--- src/rtl/ram_burst_reader_if.sv ---
// Bundle of command, RAM read-port and output-stream signals for ram_burst_reader.
// The slave modport is the reader itself; master is whatever drives commands,
// models the RAM and consumes the stream.
interface ram_burst_reader_if #(
  parameter int ADDR_W = 8,
  parameter int DATA_W = 64
);
  logic              start;
  logic [ADDR_W-1:0] startAddr;
  logic [ADDR_W:0]   burstLen;
  logic              busy;
  logic              done;
  logic [ADDR_W-1:0] ramAddr;
  logic              ramRead;
  logic [DATA_W-1:0] ramRdData;
  logic [DATA_W-1:0] outData;
  logic              outValid;
  logic              outReady;

  modport master (
    output start, startAddr, burstLen, ramRdData, outReady,
    input  busy, done, ramAddr, ramRead, outData, outValid
  );

  modport slave (
    input  start, startAddr, burstLen, ramRdData, outReady,
    output busy, done, ramAddr, ramRead, outData, outValid
  );
endinterface

--- src/rtl/ram_burst_reader.sv ---
// Burst read engine for a synchronous-read RAM: issues sequential reads with
// address wrap and streams words out through a 2-entry buffer with bypass.
module ram_burst_reader #(
  parameter int ADDR_W = 8,
  parameter int DATA_W = 64
) (
  input  logic                clock,
  input  logic                resetn,
  ram_burst_reader_if.slave   bus
);

  localparam logic [1:0] ST_IDLE  = 2'd0;
  localparam logic [1:0] ST_READ  = 2'd1;
  localparam logic [1:0] ST_DRAIN = 2'd2;

  localparam logic [ADDR_W:0] CNT_ONE = {{ADDR_W{1'b0}}, 1'b1};

  logic [1:0]        state_q, state_d;
  logic [ADDR_W-1:0] addr_q, addr_d;
  logic [ADDR_W:0]   issue_cnt_q, issue_cnt_d;
  logic [ADDR_W:0]   read_cnt_q, read_cnt_d;
  logic              done_q, done_d;
  logic              inflight_q;

  logic [DATA_W-1:0] fifo_mem [2];
  logic              wr_ptr_q, rd_ptr_q;
  logic [1:0]        count_q, count_d;

  logic              fifo_empty;
  logic              out_valid;
  logic [DATA_W-1:0] out_data;
  logic              accept;
  logic              push;
  logic              pop;
  logic              ram_read;

  // With the buffer empty the word returning from the RAM goes straight to the
  // output, giving start-to-valid latency of two cycles.
  assign fifo_empty = (count_q == 2'd0);
  assign out_valid  = !fifo_empty || inflight_q;
  assign out_data   = !fifo_empty ? fifo_mem[rd_ptr_q]
                    : (inflight_q ? bus.ramRdData : '0);
  assign accept     = out_valid && bus.outReady;
  assign push       = inflight_q && !(fifo_empty && bus.outReady);
  assign pop        = accept && !fifo_empty;

  // Credit: a read in flight plus buffered words may never exceed the 2 slots.
  assign ram_read = (state_q == ST_READ) && (issue_cnt_q != '0) &&
                    (({1'b0, inflight_q} + count_q) < 2'd2);

  assign count_d = count_q + {1'b0, push} - {1'b0, pop};

  always_comb begin
    // NOTE: every signal gets a default before the case so no latch is inferred.
    state_d     = state_q;
    addr_d      = addr_q;
    issue_cnt_d = issue_cnt_q;
    read_cnt_d  = read_cnt_q;
    done_d      = 1'b0;

    case (state_q)
      ST_IDLE: begin
        if (bus.start && (bus.burstLen != '0)) begin
          state_d     = ST_READ;
          addr_d      = bus.startAddr;
          issue_cnt_d = bus.burstLen;
          read_cnt_d  = bus.burstLen;
        end
      end
      ST_READ: begin
        if (ram_read) begin
          addr_d      = addr_q + 1'b1;
          issue_cnt_d = issue_cnt_q - 1'b1;
          if (issue_cnt_q == CNT_ONE) state_d = ST_DRAIN;
        end
      end
      ST_DRAIN: ;
      default: state_d = ST_IDLE;
    endcase

    // The final accept always lands in DRAIN: the last read returns a cycle
    // after it is issued, by which time the state has already moved on.
    if (accept && (state_q != ST_IDLE)) begin
      read_cnt_d = read_cnt_q - 1'b1;
      if (read_cnt_q == CNT_ONE) begin
        state_d = ST_IDLE;
        done_d  = 1'b1;
      end
    end
  end

  // NOTE: sequential state uses non-blocking assignments only, so every flop
  // samples values from before the edge regardless of block ordering.
  always_ff @(posedge clock or negedge resetn) begin
    if (!resetn) begin
      state_q     <= ST_IDLE;
      addr_q      <= '0;
      issue_cnt_q <= '0;
      read_cnt_q  <= '0;
      done_q      <= 1'b0;
      inflight_q  <= 1'b0;
      wr_ptr_q    <= 1'b0;
      rd_ptr_q    <= 1'b0;
      count_q     <= 2'd0;
    end else begin
      state_q     <= state_d;
      addr_q      <= addr_d;
      issue_cnt_q <= issue_cnt_d;
      read_cnt_q  <= read_cnt_d;
      done_q      <= done_d;
      inflight_q  <= ram_read;
      count_q     <= count_d;
      if (push) wr_ptr_q <= ~wr_ptr_q;
      if (pop)  rd_ptr_q <= ~rd_ptr_q;
    end
  end

  // NOTE: buffer storage is not reset; count_q qualifies every read of it, so
  // stale contents are never visible and the array maps to plain registers.
  always_ff @(posedge clock) begin
    if (push) fifo_mem[wr_ptr_q] <= bus.ramRdData;
  end

  assign bus.busy     = (state_q != ST_IDLE);
  assign bus.done     = done_q;
  assign bus.ramAddr  = addr_q;
  assign bus.ramRead  = ram_read;
  assign bus.outData  = out_data;
  assign bus.outValid = out_valid;

endmodule

--- src/flat_wrapper.sv ---
// flat-port wrapper written by rule: the top's interface ports become plain ports
module ram_burst_reader_flat 
#(
  parameter int ADDR_W = 8,
  parameter int DATA_W = 64
)
  (clock, resetn, bus_start, bus_startAddr, bus_burstLen, bus_ramRdData, bus_outReady, bus_busy, bus_done, bus_ramAddr, bus_ramRead, bus_outData, bus_outValid);
  ram_burst_reader_if #(.ADDR_W(ADDR_W), .DATA_W(DATA_W)) bus_i ();
  input  logic clock;
  input  logic resetn;
  input wire logic [$bits(bus_i.start)-1:0] bus_start;
  input wire logic [$bits(bus_i.startAddr)-1:0] bus_startAddr;
  input wire logic [$bits(bus_i.burstLen)-1:0] bus_burstLen;
  input wire logic [$bits(bus_i.ramRdData)-1:0] bus_ramRdData;
  input wire logic [$bits(bus_i.outReady)-1:0] bus_outReady;
  output wire logic [$bits(bus_i.busy)-1:0] bus_busy;
  output wire logic [$bits(bus_i.done)-1:0] bus_done;
  output wire logic [$bits(bus_i.ramAddr)-1:0] bus_ramAddr;
  output wire logic [$bits(bus_i.ramRead)-1:0] bus_ramRead;
  output wire logic [$bits(bus_i.outData)-1:0] bus_outData;
  output wire logic [$bits(bus_i.outValid)-1:0] bus_outValid;
  assign bus_i.start = bus_start;
  assign bus_i.startAddr = bus_startAddr;
  assign bus_i.burstLen = bus_burstLen;
  assign bus_i.ramRdData = bus_ramRdData;
  assign bus_i.outReady = bus_outReady;
  assign bus_busy = bus_i.busy;
  assign bus_done = bus_i.done;
  assign bus_ramAddr = bus_i.ramAddr;
  assign bus_ramRead = bus_i.ramRead;
  assign bus_outData = bus_i.outData;
  assign bus_outValid = bus_i.outValid;
  ram_burst_reader #(.ADDR_W(ADDR_W), .DATA_W(DATA_W)) u_core (.clock(clock), .resetn(resetn), .bus(bus_i));
endmodule
--- config.mk ---
export PLATFORM = sky130hd
export DESIGN_NAME = ram_burst_reader_flat
export DESIGN_NICKNAME = d
export VERILOG_FILES = /design/src/rtl/ram_burst_reader_if.sv /design/src/rtl/ram_burst_reader.sv /design/src/flat_wrapper.sv
export SDC_FILE = /design/constraint.sdc
export NUM_CORES = 1
export LEC_CHECK = 0
export ABC_AREA = 1
export BUFFER_PORTS_ARGS = -buffer_cell sky130_fd_sc_hd__buf_4
export CAP_MARGIN = 20
export CORE_MARGIN = 2
export CORE_UTILIZATION = 50
export CTS_CLUSTER_DIAMETER = 150
export CTS_CLUSTER_SIZE = 28
export DETAILED_ROUTE_END_ITERATION = 12
export PLACE_DENSITY = 0.74
export SLEW_MARGIN = 20
export SYNTH_ARGS = -nofsm -noshare
export SYNTH_HDL_FRONTEND = slang
export SYNTH_SLANG_ARGS = --single-unit
--- constraint.sdc ---
create_clock -name clock -period 5.14 [get_ports clock]
set_input_delay 0.257 -clock clock [delete_from_list [all_inputs] [get_ports clock]]
set_output_delay 0.257 -clock clock [all_outputs]
set_load 0.02 [all_outputs]
==> metrics.md <==
| Metric | Value |
|---|---|
| Status | `complete, no violations` |
| # Max-Cap Violations | `0` |
| Int Power | `~3.7 mW` |
| Synth cell types | `33` |
| Initial antenna violation count | `0` |
| Starting density of the core | `between 50% and 60%` |
| H-tree levels | `4` |
| RSZ-0062 raised after global routing | `no` |
| Worst-Skew Late Latency | `between 400 and 500 ps` |
| Worst Hold Class | `in -> reg` |
| Clk sinks | `162` |
| Vias/cell | `around 5.4` |
| CP startpoint kind | `register` |
| Fraction of layout cells with a size suffix above 1 | `25.11%` |
| CTS tree | `done` |
| Post-Syn Area | `7536 µm²` |
| Row count | `44` |
| Deepest clock path buffer count | `2` |
| Synth top area share | `between 50 and 60%` |
| DRC | `0` |
| Placer's final routability congestion estimate | `0.8235` |
| Slew @ Worst Pin | `~1100 ps` |
| Synthesized instance count | `about 750` |
| Via count | `~6000` |
| Syn_nets | `between 800 and 900` |
| Dominant cells by area after synthesis | `edfxtp_1 (51%), dfrtp_1 (11%), o21ai_0 (8.0%)` |
| Post-cts sizing count | `0` |
| PortBufs | `160` |
| Final Hold Viols | `0` |
| Worst Setup End Kind | `primary output` |
| Comb pwr share | `49.5%` |
| Die area | `approximately 16000 µm²` |
| Sw power | `2.936 mW` |
| Antenna cell count | `0` |
| Setup Fix Bufs, Post-CTS | `0` |
| Setup_tns | `0 ps` |
| Seq pwr share | `roughly 32%` |
| DRT iter0 DRCs | `approximately 550` |
| Core ar. | `~15000 µm²` |
| Wirelength per Cell | `15.85 µm` |
| Hold_buf cts | `1` |
| Layout Skew | `just over 7 ps` |
| Most frequent cells in the layout | `buf_4 (165), edfxtp_1 (128), o21ai_0 (121), nand3_1 (113), nand2_1 (106)` |
| Post-route cell area | `approximately 9400 µm²` |
| Filler cell count | `approximately 1200` |
| Drt first pass iters | `6` |
| Final period util | `56.26%` |
| Cell taking the most area after synthesis | `edfxtp_1` |
| ANT nets after route | `0` |
| GRT Util Overall | `between 20 and 25%` |
| P&R area growth vs syn | `25.10%` |
| Final nets | `roughly 1000` |
| Post-synthesis register bit count | `~160` |
| Placed wire-length estimate | `10.85 mm` |
| Switching portion of total power | `43.97%` |
| Place WS | `around 2300 ps` |
| Final core utilization | `about 64%` |
| Setup ws final | `roughly 2200 ps` |
| Final setup viols | `0` |
| Placed inst area | `around 9000 µm²` |
| Num CTS Buffers | `17` |
| Ports | `approximately 160` |
| Vias in the first global route | `roughly 5600` |
| Worst VDD drop | `0.0003343 V` |
| Chip height | `roughly 130 µm` |
| Pwr Density | `708.3 nW/µm²` |
| First-pass GRT wire length | `between 20 and 30 mm` |
| Chip width | `126.8 µm` |
| Slew Limit Fails | `0` |
| Critical path peak fanout | `64` |
| Reg clk slew, reported paths | `around 60 ps` |
| Slew HR | `27.23%` |
| Pin count of the biggest net entering global routing | `67` |
| Register area share after synthesis | `just over 60%` |
| Routed WL | `17.25 mm` |
| Grt ovf | `0` |
| Clk pwr share | `a little under a fifth` |
| Lkg Pwr | `~3.9 nW` |
| CP required | `a little under 5000 ps` |
| Root cell of the clock tree | `clkbuf_16` |
| Max Freq | `between 300 and 400 MHz` |
| CP Class | `reg -> out` |
| WP data arrival | `2630 ps` |
| Synth Area per Inst | `roughly 10 µm²` |
| Tmin final | `between 2000 and 3000 ps` |
| Most common cell after layout, fill and taps aside | `buf_4` |
| Yosys warns | `0` |
[worst paths after layout]
kind	slack, ps	cells past startpoint	from	end
worst max-delay path	2250	5	u_core.count_q[1]	bus_outData[62]
worst min-delay path	40	1	bus_ramRdData[17]	u_core.fifo_mem[0][17]
worst max register to register	2300	6	u_core.inflight_q	u_core.fifo_mem[0][51]
worst min register to register	530	2	u_core.issue_cnt_q[5]	u_core.issue_cnt_q[5]
max in group asynchronous	4450	2	resetn	u_core.rd_ptr_q
min in group asynchronous	330	2	resetn	u_core.read_cnt_q[6]
[cells by family (layout without fill, tap and decap cells)]
logic type	Yosys count	in the layout	synth area share, %
XOR/XNOR	5	5	0.5811
AND/OR/NAND/NOR	334	334	20.37
flip-flops	162	162	62.29
adder cells (fa/ha/maj)	8	8	1.328
AO/OA/AOI/OAI	156	156	10.73
buffers and inverters	81	239	4.699
[power by group through the flow]
stage | Clock, mW | Sequential (mW) | Combinational (mW)
2_1_floorplan | 0 | 2.13 | 2.21
3_3_place_gp | 0 | 2.17 | 3.27
3_5_place_dp | 0 | 2.18 | 3.32
4_1_cts | 1.23 | 2.16 | 3.33
5_1_grt | 1.29 | 2.21 | 3.65
6_report | 1.21 | 2.16 | 3.31
[routing by layer]
| metal | vias up | global-route usage, % | share of wire (%) |
|---|---|---|---|
| li1 | 2894 | - | - |
| met1 | 2798 | 29.29 | 44 |
| met2 | 211 | 36.57 | 49 |
| met3 | 23 | 3.796 | 5.8 |
| met4 | 0 | 7.240 | 1.4 |
| met5 | - | 0 | 0 |
[worst max-delay path: stages, from the launching register on]
cell and delay [ps]:
dfrtp_1 450, nor2_4 600, inv_2 580, o21ai_0 200
o21ai_0 170, buf_4 200
[area by class of cell]
type / count / area, µm² / share of cell area [%]
inverter: 40 / 150.1 / 1.593
sequential: 162 / 4697 / 49.82
timing repair buffer: 167 / 1269 / 13.46
clock inverter: 15 / 148.9 / 1.579
tap: 184 / 230.2 / 2.442
multi-input combinational: 503 / 2507 / 26.60
clock buffer: 17 / 425.4 / 4.512
[synthesized netlist by cell type (all sizes together)]
cell / number
o21ai: 149
xor2: 1
nand3: 115
dfrtp: 34
nand4: 8
ha: 8
nand3b: 1
nand2: 110
buf: 15
inv: 40
and2: 1
o21bai: 2
nor2: 96
or2: 3
a21oi: 5
clkbuf: 26
edfxtp: 128
xnor2: 4
[metrics by stage]
step | hold slack (ps) | instances | total power [mW]
global route | 13.54 | 1088 | 7.149
detailed placement | 241.0 | 1055 | 5.497
floorplan | -38.59 | 746 | 4.346
CTS | 14.88 | 1088 | 6.719
global placement | 240.0 | 1055 | 5.444
finish | 36.55 | 1088 | 6.678
[state kept, by name, summed over array words and instances (netlist names)]
signal,flops
u_core.bus.ramAddr,8
u_core.wr_ptr_q,1
u_core.issue_cnt_q,9
u_core.read_cnt_q,9
u_core.rd_ptr_q,1
u_core.bus.done,1
u_core.fifo_mem,128
u_core.state_q,2
u_core.inflight_q,1
u_core.count_q,2
Note: power is estimated with default switching activity, not from simulation.
